[src/rtl/pipe_fetch_queue.sv]
// IF->ID decoupling queue: DEPTH-entry circular buffer of {pc, raw_instr} packets with flush and bubble replay.
// Optional same-cycle enq->deq bypass when empty is enabled by defining FETCHQ_BYPASS_EN.
module pipe_fetch_queue #(
   parameter int unsigned DATA_W = 96,
   parameter int unsigned DEPTH  = 4
) (
   input  logic                         clk,
   input  logic                         reset,
   input  logic                         flush,
   input  logic                         enq_valid,
   input  logic [DATA_W-1:0]            enq_data,
   output logic                         enq_ready,
   input  logic                         deq_ready,
   output logic                         deq_valid,
   output logic [DATA_W-1:0]            deq_data,
   output logic                         deq_bubble,
   output logic [$clog2(DEPTH+1)-1:0]   count,
   output logic [DATA_W-1:0]            last_data
);

   localparam int unsigned PTR_W = $clog2(DEPTH);
   localparam int unsigned CNT_W = $clog2(DEPTH+1);

   logic [DATA_W-1:0] mem_q [DEPTH];
   logic [PTR_W-1:0]  rd_ptr_q, rd_ptr_d;
   logic [PTR_W-1:0]  wr_ptr_q, wr_ptr_d;
   logic [CNT_W-1:0]  count_q, count_d;
   logic [DATA_W-1:0] last_data_q, last_data_d;

   logic empty_c, bypass_c, enq_fire_c, deq_fire_c, wr_en_c, rd_en_c;

   // Handshake, head selection and pointer/occupancy update.
   always_comb begin
      empty_c   = (count_q == '0);
      enq_ready = (count_q != CNT_W'(DEPTH));
      bypass_c  = 1'b0;
`ifdef FETCHQ_BYPASS_EN
      bypass_c  = empty_c & enq_valid & ~flush;
`endif
      deq_valid  = ~empty_c | bypass_c;
      deq_bubble = ~deq_valid;
      if (bypass_c)
         deq_data = enq_data;
      else if (!empty_c)
         deq_data = mem_q[rd_ptr_q];
      else
         deq_data = last_data_q;

      enq_fire_c = enq_valid & enq_ready & ~flush;
      deq_fire_c = deq_valid & deq_ready & ~flush;
      // A bypassed packet consumed directly never touches the buffer.
      wr_en_c    = enq_fire_c & ~(bypass_c & deq_ready);
      rd_en_c    = deq_fire_c & ~bypass_c;

      rd_ptr_d    = rd_ptr_q;
      wr_ptr_d    = wr_ptr_q;
      count_d     = count_q;
      last_data_d = last_data_q;
      if (flush) begin
         rd_ptr_d = '0;
         wr_ptr_d = '0;
         count_d  = '0;
      end else begin
         if (wr_en_c) wr_ptr_d = wr_ptr_q + PTR_W'(1);
         if (rd_en_c) rd_ptr_d = rd_ptr_q + PTR_W'(1);
         count_d = count_q + CNT_W'(wr_en_c) - CNT_W'(rd_en_c);
         if (deq_fire_c) last_data_d = deq_data;
      end
   end

   always_ff @(posedge clk) begin
      if (reset) begin
         rd_ptr_q    <= '0;
         wr_ptr_q    <= '0;
         count_q     <= '0;
         last_data_q <= '0;
      end else begin
         rd_ptr_q    <= rd_ptr_d;
         wr_ptr_q    <= wr_ptr_d;
         count_q     <= count_d;
         last_data_q <= last_data_d;
      end
   end

   // Storage needs no reset: occupancy alone decides what is visible.
   always_ff @(posedge clk) begin
      if (wr_en_c) mem_q[wr_ptr_q] <= enq_data;
   end

   always_ff @(posedge clk) begin
      if (!reset) assert (count_q <= CNT_W'(DEPTH));
   end

   assign count     = count_q;
   assign last_data = last_data_q;

endmodule

[config.mk]
export PLATFORM = sky130hd
export DESIGN_NAME = pipe_fetch_queue
export DESIGN_NICKNAME = d
export VERILOG_FILES = /design/src/rtl/pipe_fetch_queue.sv
export SDC_FILE = /design/constraint.sdc
export NUM_CORES = 1
export LEC_CHECK = 0
export CAP_MARGIN = 20
export CELL_PAD_IN_SITES_DETAIL_PLACEMENT = 0
export CELL_PAD_IN_SITES_GLOBAL_PLACEMENT = 1
export CORE_MARGIN = 10
export CORE_UTILIZATION = 45
export DETAILED_ROUTE_END_ITERATION = 7
export PLACE_DENSITY_LB_ADDON = 0.1
export SLEW_MARGIN = 0
export SYNTH_ARGS = -nofsm -noshare
export SYNTH_HDL_FRONTEND = slang
export SYNTH_SLANG_ARGS = --single-unit
[constraint.sdc]
create_clock -name clk -period 5.3 [get_ports clk]
set_input_delay 1.325 -clock clk [delete_from_list [all_inputs] [get_ports clk]]
set_output_delay 1.325 -clock clk [all_outputs]
set_load 0.05 [all_outputs]
==> results of run 1 <==
## critical path: stages, from the launching register on
cell	delay, ns
dfxtp_1	0.47
or3_4	0.42
buf_4	0.76
nand2_1	0.16
nand2_1	0.12
clkdlybuf4s50_1	0.81
## per-layer routing
layer / global-route usage [%] / part of all wire (%) / up-vias
met3: 4.80 / 6.6 / 61
met2: 26.3 / 47 / 261
met4: 4.61 / 1.6 / 8
li1: - / - / 4734
met5: 0 / 0.10 / -
met1: 23.0 / 44 / 5143
## state kept, by name, summed over array words and instances (netlist names), named ones only
register   count
count          3
mem_q        384
rd_ptr_q       2
wr_ptr_q       2
last_data     96
## cell type report
| class | count | share of cell area (%) |
|---|---|---|
| antenna | 3 | 0.0317 |
| clock buffer | 77 | 6.44 |
| clock inverter | 15 | 0.645 |
| inverter | 10 | 0.169 |
| multi-input combinational | 517 | 18.6 |
| sequential | 489 | 57.7 |
| tap | 525 | 2.78 |
| timing repair buffer | 317 | 13.6 |
## power breakdown
group          total, mW  switching [mW]  leakage, nW  internal (mW)
combinational      0.649           0.413         2.96          0.236
clock               3.51            1.40        0.828           2.12
sequential          4.22          0.0224         4.34           4.20
total               8.38            1.83         8.12           6.55
## how the worst max path moves through the flow
stage	startpoint	endpoint	cells after the start
final	count[1]	deq_data[76]	5
after global routing	count[1]	deq_data[71]	5
after CTS	count[1]	deq_data[87]	5
after detailed placement	count[1]	deq_data[87]	5
after global placement	count[1]	deq_data[77]	5
after floorplan	enq_valid	mem_q[0][0]	3
## cell usage in the layout, fill, tap and decap left out, drive strengths merged
| master | synthesis | final |
|---|---|---|
| a21oi | 2 | 2 |
| a22o | 96 | 96 |
| a31oi | 1 | 1 |
| and2 | 5 | 5 |
| and3 | 1 | 1 |
| buf | 35 | 19 |
| bufinv | 0 | 3 |
| clkbuf | 29 | 77 |
| clkdlybuf4s50 | 0 | 298 |
| clkinv | 0 | 10 |
| clkinvlp | 0 | 1 |
| dfxtp | 105 | 105 |
| diode | 0 | 3 |
| edfxtp | 384 | 384 |
| fa | 1 | 1 |
| ha | 6 | 6 |
| inv | 10 | 11 |
| mux4 | 96 | 96 |
| nand2 | 288 | 288 |
| nand3 | 2 | 2 |
| nor2 | 6 | 6 |
| nor3 | 2 | 2 |
| nor3b | 1 | 1 |
| nor4b | 1 | 1 |
| o21ai | 2 | 2 |
| o311ai | 1 | 1 |
| o31ai | 1 | 1 |
| or2 | 1 | 1 |
| or3 | 1 | 1 |
| xor2 | 3 | 3 |
## logic make-up (layout without fill, tap and decap cells)
kind of cell	count (synthesis)	in the layout	synth area share [%]
other	0	3	0
XOR/XNOR	3	3	0.143
buffers and inverters	74	419	1.80
AO/OA/AOI/OAI	103	103	4.90
adder cells (fa/ha/maj)	7	7	0.518
flip-flops	489	489	74.3
AND/OR/NAND/NOR	308	308	6.57
multiplexers	96	96	11.8
## through the flow
| step | std cells | setup WS [ns] |
|---|---|---|
| after floorplan | 1080 | 0.885 |
| final | 1953 | 0.584 |
| after detailed placement | 1857 | 0.997 |
| after CTS | 1949 | 0.410 |
| after global routing | 1952 | 0.331 |
| after global placement | 1857 | 1.05 |
==> impl_metrics.py, run 1 <==
metrics = {
    "route": {
        "drt_iter0_drc": 631,
        "drc": 0,
        "vias_per_cell": 5.23,
        "drtAntennaViolNets": 0,
        "post_drt_wl_per_cell_um": 21.9,
        "num_vias": 10200,
        "routed_wl_um": 42800,
        "firstDrtPassIters": 5,
    },
    "cts": {
        "post_cts_resized": 0,
        "clk_pin_slew_worst_paths_ns": 0.06,
        "ctsLongestPathBuffers": 3,
        "cts_tree": "yes",
        "ctsHoldBuffers": 0,
        "cts_num_sinks": 489,
        "h-tree-depth": 2,
        "clock-root-buffer": "clkbuf_16",
        "cts_buffers": 49,
        "postCtsSetupBuffers": 0,
        "clk-insertion-delay-late_ns": 0.57,
    },
    "synth": {
        "synth_top_area_cell": "edfxtp_1",
        "ys_top_cells_by_count": "edfxtp_1, nand2_1, dfxtp_1, a22o_1, mux4_2",
        "synth_top_area_share_pct": 62.8,
        "synth_cell_type_count": 28,
        "syn_area_um2": 18400,
        "synth-seq-cells": 489,
        "syn_inst": 1080,
        "synth-edff-count": 384,
        "syn_avg_cell_area_um2": 17.0,
        "syn_nets": 1188,
        "async_reset_ff_share_pct": 0,
        "yosysWarnings": 0,
        "synth-main-ff-cell": "edfxtp_1",
        "seq_area_frac_synth_pct": 74.3,
        "synth.area.top_cells": "edfxtp_1, mux4_2, dfxtp_1, nand2_1, a22o_1",
        "yosysMostFrequentCell": "edfxtp_1",
    },
    "global_routing": {
        "grt_pass1_wl_um": 65500,
        "overflow": 0,
        "grt_max_degree": 99,
        "grt_antenna_before_repair": 8,
        "grt_pass1_vias": 10400,
        "gr-usage-all-layers_pct": 16.9,
    },
    "timing": {
        "setup_violations": 0,
        "fin_hold_ws_ns": 0.498,
        "relSlewSlack_pct": 38.9,
        "drv_slew": 0,
        "worst_slew_pin_slew_ns": 0.916,
        "fmax_ghz": 0.212,
        "hold_viol": 0,
        "min_period_ns": 4.72,
        "fin_skew_ns": 0.0172,
        "grt_setup_unrepaired": "no",
        "timing.final.crit_share_pct": 89.0,
        "fin_tns_setup_ns": 0,
    },
    "finish": {
        "areaGrowthSynthToFinish_pct": 28.9,
        "ff_latch_area_um2": 13600,
        "nFillCells": 3107,
        "multi_input_area_um2": 4400,
        "finalInstanceArea_um2": 23600,
        "layout.nets": 1492,
        "fin_util_pct": 59.1,
        "layout-drive-gt1-share_pct": 14.3,
    },
    "floorplan": {
        "die_h_um": 222,
        "core_area_um2": 40000,
        "ioPinCount": 299,
        "die_w_um": 222,
        "initial_core_util_pct": 45.9,
        "rows": 73,
        "dieArea_um2": 49300,
    },
    "placed_design": {
        "dp_hpwl_um": 27200,
        "place_congestion": 0.719,
        "place_area_um2": 21900,
        "port_buffers": 298,
    },
    "setup_path": {
        "worstReg2RegStart": "count[1]",
        "critPathLaunchType": "flip-flop",
        "reg2reg_depth": 11,
        "path_max_fanout": 71,
        "path_class": "reg -> out",
        "critPathCaptureType": "output pin",
        "r2r-end": "count[2]",
        "cp.required_ns": 3.97,
        "arrival_ns": 3.39,
        "regToRegSetupSlack_ns": 1.96,
    },
    "power_and_ir_drop": {
        "power.density_nw_per_um2": 354,
        "finalPower_mw": 8.38,
        "ir_drop_v": 0.000249,
        "p_leak_nw": 8.12,
    },
    "hold_path": {
        "hold_start": "last_data[34]",
        "min_path_type": "reg -> reg",
        "hold_depth": 1,
        "hold_end": "last_data[34]",
    },
    "outcome": {
        "status": "finished, final reports clean",
    },
    "run": {
        "maxCapViolations": 0,
    },
}
(Power assumes the default switching activity.)
==> run 2: changes to the inputs <==
--- a/config.mk
+++ b/config.mk
@@ -11,7 +11,7 @@
 export CORE_MARGIN = 10
 export CORE_UTILIZATION = 45
 export DETAILED_ROUTE_END_ITERATION = 7
-export PLACE_DENSITY_LB_ADDON = 0.1
+export PLACE_DENSITY = 0.83
 export SLEW_MARGIN = 0
 export SYNTH_ARGS = -nofsm -noshare
 export SYNTH_HDL_FRONTEND = slang
==> run 2 against run 1 <==
Net effect:
- hold slack improved by 0.0030 ns
- routed wire length fell by 3.2%
- highest routed layer unchanged
- largest cell class unchanged
- flip-flop and latch count unchanged
==> impl_metrics.py, run 2 (synthesis gave the netlist of run 1 again) <==
metrics = {
    "finish": {
        "layout-drive-gt1-share_pct": 13.8,
        "nFillCells": 3078,
        "final_common_cell": "edfxtp_1",
        "largest-register": "mem_q",
        "final_cell_mix": "edfxtp_1, clkdlybuf4s50_1, nand2_1, dfxtp_1",
        "layout.nets": 1496,
        "largest_register_ffs": 384,
        "areaGrowthSynthToFinish_pct": 28.3,
        "fin_util_pct": 58.8,
    },
    "setup_path": {
        "r2r-end": "count[2]",
        "critPathLaunchType": "flip-flop",
        "critical_path.top_delay_family": "buffers and inverters",
        "arrival_ns": 3.41,
        "reg2reg_depth": 11,
        "path_max_fanout": 51,
        "cp_cell_sequence": "or3_4 -> buf_4 -> buf_4 -> nand2_1 -> nand2_1 -> clkdlybuf4s50_1",
        "path_class": "reg -> out",
        "critPathCaptureType": "output pin",
        "critPathSlowestCell": "clkdlybuf4s50_1",
        "cp.required_ns": 3.97,
        "regToRegSetupSlack_ns": 2.48,
        "worstReg2RegStart": "count[1]",
        "crit_buf_inv": 3,
        "slowest_delay_ns": 0.82,
    },
    "placed_design": {
        "dp_hpwl_um": 26600,
        "port_buffers": 298,
        "dp_slack_ns": 1.10,
        "place_congestion": 0.707,
    },
    "floorplan": {
        "rows": 73,
        "ioPinCount": 299,
        "die_h_um": 222,
        "core_area_um2": 40000,
        "initial_core_util_pct": 45.9,
        "die_w_um": 222,
        "dieArea_um2": 49300,
    },
    "power_and_ir_drop": {
        "clockPowerShare_pct": 40.7,
        "power.internal_mw": 6.36,
        "power_frac_seq_pct": 51.4,
        "finalPower_mw": 8.20,
        "p_switching_mw": 1.84,
        "ir_drop_v": 0.000207,
        "power.density_nw_per_um2": 348,
        "p_comb_share_pct": 7.9,
        "p_leak_nw": 8.05,
        "p_sw_share_pct": 22.4,
    },
    "route": {
        "vias_per_cell": 5.27,
        "drc": 0,
        "routed_wl_um": 41500,
        "num_vias": 10300,
        "firstDrtPassIters": 5,
        "drtAntennaViolNets": 0,
        "post_drt_wl_per_cell_um": 21.2,
        "drt_iter0_drc": 720,
    },
    "timing": {
        "fin_skew_ns": 0.0191,
        "hold_viol": 0,
        "timing.final.crit_share_pct": 89.3,
        "worst_slew_pin_slew_ns": 0.863,
        "relSlewSlack_pct": 42.4,
        "fin_ws_ns": 0.565,
        "setup_violations": 0,
        "fin_tns_setup_ns": 0,
        "drv_slew": 0,
        "grt_setup_unrepaired": "no",
        "min_period_ns": 4.73,
        "fmax_ghz": 0.211,
    },
    "cts": {
        "h-tree-depth": 2,
        "ctsHoldBuffers": 0,
        "ctsLongestPathBuffers": 3,
        "postCtsSetupBuffers": 0,
        "cts_num_sinks": 489,
        "cts_tree": "yes",
        "post_cts_resized": 0,
        "clk_pin_slew_worst_paths_ns": 0.06,
        "cts_buffers": 51,
        "clock-root-buffer": "clkbuf_16",
        "clk-insertion-delay-late_ns": 0.57,
    },
    "hold_path": {
        "min_path_type": "reg -> reg",
        "hold_end": "last_data[46]",
        "hold_depth": 1,
        "hold_start": "last_data[46]",
    },
    "global_routing": {
        "overflow": 0,
        "gr-usage-all-layers_pct": 16.5,
        "grt_pass1_vias": 10500,
        "grt_max_degree": 73,
        "grt_pass1_wl_um": 64200,
        "grt_antenna_before_repair": 8,
    },
    "outcome": {
        "status": "finished, final reports clean",
    },
    "run": {
        "maxCapViolations": 0,
    },
}
[run 2: worst max path at each step]
stage | from | end | slack, ns | cells after the start
after detailed placement | count[1] | deq_data[26] | 1.10 | 6
after floorplan | enq_valid | mem_q[0][0] | 0.89 | 3
final | count[1] | deq_data[54] | 0.57 | 6
after global placement | count[1] | deq_data[45] | 1.17 | 6
after CTS | count[1] | deq_data[47] | 0.46 | 6
after global routing | count[1] | deq_data[26] | 0.33 | 6
[run 2: stage by stage]
| step | cell area (µm²) | hold slack [ns] | std cells |
|---|---|---|---|
| 2_1_floorplan | 18400 | 0.484 | 1080 |
| 3_3_place_gp | 22000 | 0.486 | 1860 |
| 3_5_place_dp | 22000 | 0.490 | 1860 |
| 4_1_cts | 23500 | 0.504 | 1955 |
| 5_1_grt | 23500 | 0.513 | 1957 |
| 6_report | 23500 | 0.501 | 1959 |
[run 2: worst reg2reg max path: stages, from the launching register on]
cell	delay, ns
dfxtp_1	0.38
or3_4	0.41
buf_4	0.30
and3_1	0.30
ha_1	0.28
inv_1	0.05
ha_1	0.12
inv_1	0.05
fa_1	0.40
xor2_1	0.16
and2_1	0.17
nor3_1	0.12
[run 2: power by group through the flow]
stage	Clock [mW]	Combinational, mW	Sequential [mW]
2_1_floorplan	0	0.335	4.34
3_3_place_gp	0	0.646	4.30
3_5_place_dp	0	0.655	4.30
4_1_cts	3.42	0.658	4.22
5_1_grt	3.59	0.688	4.22
6_report	3.33	0.648	4.22
[run 2: layout make-up]
type | instances | area (µm²) | area share, %
Timing Repair Buffer | 319 | 3220 | 13.7
Multi-Input combinational cell | 517 | 4400 | 18.7
Clock buffer | 74 | 1440 | 6.10
Inverter | 10 | 40.0 | 0.170
Antenna cell | 4 | 10.0 | 0.0425
Clock inverter | 21 | 135 | 0.574
Sequential cell | 489 | 13600 | 58.0
Tap cell | 525 | 657 | 2.79
[run 2: layer usage]
layer / part of all wire, % / track usage [%] / vias up
li1: - / - / 4751
met1: 43 / 21.7 / 5161
met2: 47 / 25.5 / 334
met3: 8.2 / 5.27 / 63
met4: 2.0 / 5.20 / 8
met5: 0.14 / 0 / -
==> run 3: changes to the inputs <==
==> constraint.sdc (replaced) <==
create_clock -name clk -period 4.4 [get_ports clk]
set_input_delay 1.1 -clock clk [delete_from_list [all_inputs] [get_ports clk]]
set_output_delay 1.1 -clock clk [all_outputs]
set_load 0.05 [all_outputs]
==> run 3 against run 2 <==
Net effect:
- non-clock buffer count decreased by 3
- die area unchanged
- sequential power increased by 20%
- worst setup slack got worse by 0.087 ns
- clock power increased by 25%
- count of clock-buffer cells in the layout increased by 1
- final cell count decreased by 0.41%
==> impl_metrics.py, run 3 (synthesis gave the netlist of run 1 again) <==
metrics = {
    "route": {
        "post_drt_wl_per_cell_um": 21.2,
        "firstDrtPassIters": 4,
        "drt_iter0_drc": 744,
        "num_vias": 10300,
        "drtAntennaViolNets": 0,
        "drc": 0,
        "routed_wl_um": 41300,
        "vias_per_cell": 5.29,
    },
    "global_routing": {
        "grt_pass1_wl_um": 64100,
        "overflow": 0,
        "grt_antenna_before_repair": 6,
        "grt_pass1_vias": 10500,
        "gr-usage-all-layers_pct": 16.5,
        "grt_max_degree": 97,
    },
    "timing": {
        "fin_tns_setup_ns": 0,
        "worst_slew_pin_slew_ns": 0.923,
        "drv_slew": 0,
        "min_period_ns": 3.92,
        "setup_violations": 0,
        "timing.final.crit_share_pct": 89.1,
        "relSlewSlack_pct": 38.5,
        "grt_setup_unrepaired": "no",
        "hold_viol": 0,
        "fin_ws_ns": 0.478,
        "fin_skew_ns": 0.0132,
        "fmax_ghz": 0.255,
    },
    "setup_path": {
        "arrival_ns": 2.82,
        "crit_buf_inv": 3,
        "r2r-end": "count[2]",
        "path_class": "reg -> out",
        "worstReg2RegStart": "count[1]",
        "cp_cell_sequence": "or3_4 -> inv_4 -> buf_4 -> nand2_1 -> nand2_1 -> buf_4",
        "regToRegSetupSlack_ns": 1.08,
        "cp.required_ns": 3.30,
        "critPathLaunchType": "flip-flop",
        "critical_path.top_delay_family": "buffers and inverters",
        "slowest_delay_ns": 0.63,
        "critPathCaptureType": "output pin",
        "reg2reg_depth": 11,
        "path_max_fanout": 59,
        "critPathSlowestCell": "inv_4",
    },
    "power_and_ir_drop": {
        "ir_drop_v": 0.000257,
        "p_leak_nw": 8.29,
        "power.density_nw_per_um2": 428,
    },
    "placed_design": {
        "port_buffers": 298,
        "dp_slack_ns": 0.770,
        "dp_hpwl_um": 25700,
        "place_congestion": 0.720,
    },
    "hold_path": {
        "hold_start": "last_data[26]",
        "min_path_type": "reg -> reg",
        "hold_depth": 1,
        "hold_end": "last_data[26]",
    },
    "floorplan": {
        "ioPinCount": 299,
        "die_w_um": 222,
        "dieArea_um2": 49300,
        "core_area_um2": 40000,
        "rows": 73,
        "initial_core_util_pct": 45.9,
        "die_h_um": 222,
    },
    "cts": {
        "cts_tree": "yes",
        "clk_pin_slew_worst_paths_ns": 0.06,
        "cts_num_sinks": 489,
        "post_cts_resized": 0,
        "ctsHoldBuffers": 0,
        "ctsLongestPathBuffers": 3,
        "clk-insertion-delay-late_ns": 0.57,
        "postCtsSetupBuffers": 0,
        "cts_buffers": 49,
        "h-tree-depth": 2,
        "clock-root-buffer": "clkbuf_16",
    },
    "finish": {
        "layout.nets": 1491,
        "largest_register_ffs": 384,
        "final_cell_mix": "edfxtp_1, nand2_1, clkdlybuf4s50_1, dfxtp_1, buf_4",
        "largest-register": "mem_q",
        "final_common_cell": "edfxtp_1",
        "ff_latch_area_um2": 13600,
        "layout-drive-gt1-share_pct": 20.6,
        "nFillCells": 3030,
        "areaGrowthSynthToFinish_pct": 27.6,
        "multi_input_area_um2": 4400,
    },
    "run": {
        "maxCapViolations": 0,
    },
    "outcome": {
        "status": "finished, final reports clean",
    },
}
==> run 3: stage by stage <==
stage | power [mW] | instance area [µm²] | cells | hold slack (ns) | util [%]
global route | 10.4 | 23400 | 1950 | 0.520 | 58.5
global placement | 5.95 | 21800 | 1857 | 0.484 | 54.4
floorplan | 5.64 | 18400 | 1080 | 0.484 | -
finish | 10.0 | 23400 | 1951 | 0.499 | 58.5
CTS | 10.1 | 23400 | 1949 | 0.504 | 58.5
detailed placement | 5.96 | 21800 | 1857 | 0.489 | 54.4
==> run 3: area by class of cell <==
type | instances | share of cell area [%]
multi-input combinational | 517 | 18.8
sequential | 489 | 58.3
clock inverter | 17 | 0.813
tap | 525 | 2.81
inverter | 10 | 0.171
timing repair buffer | 316 | 12.9
clock buffer | 75 | 6.18
antenna | 2 | 0.0214
==> run 3: power breakdown <==
group / total (mW) / internal, mW / switching [mW]
Combinational: 0.770 / 0.272 / 0.498
Clock: 4.16 / 2.50 / 1.66
Sequential: 5.08 / 5.06 / 0.0268
==> run 3: how the worst max path moves through the flow <==
stage                   start            to  slack (ns)  cells after the start
floorplan           enq_valid   mem_q[2][0]        0.21                      3
global placement    enq_valid      count[2]        0.80                     12
detailed placement  enq_valid      count[2]        0.77                     12
CTS                  count[1]  deq_data[19]        0.38                      6
global route         count[1]  deq_data[14]        0.27                      6
finish               count[1]  deq_data[25]        0.48                      6
==> run 3: layer usage <==
metal  part of all wire, %  up-vias  GRT usage (%)
li1                      -     4735              -
met5                  0.13        -              0
met3                   8.2       56           5.04
met4                   1.7        8           4.46
met2                    47      334           26.2
met1                    43     5181           21.7
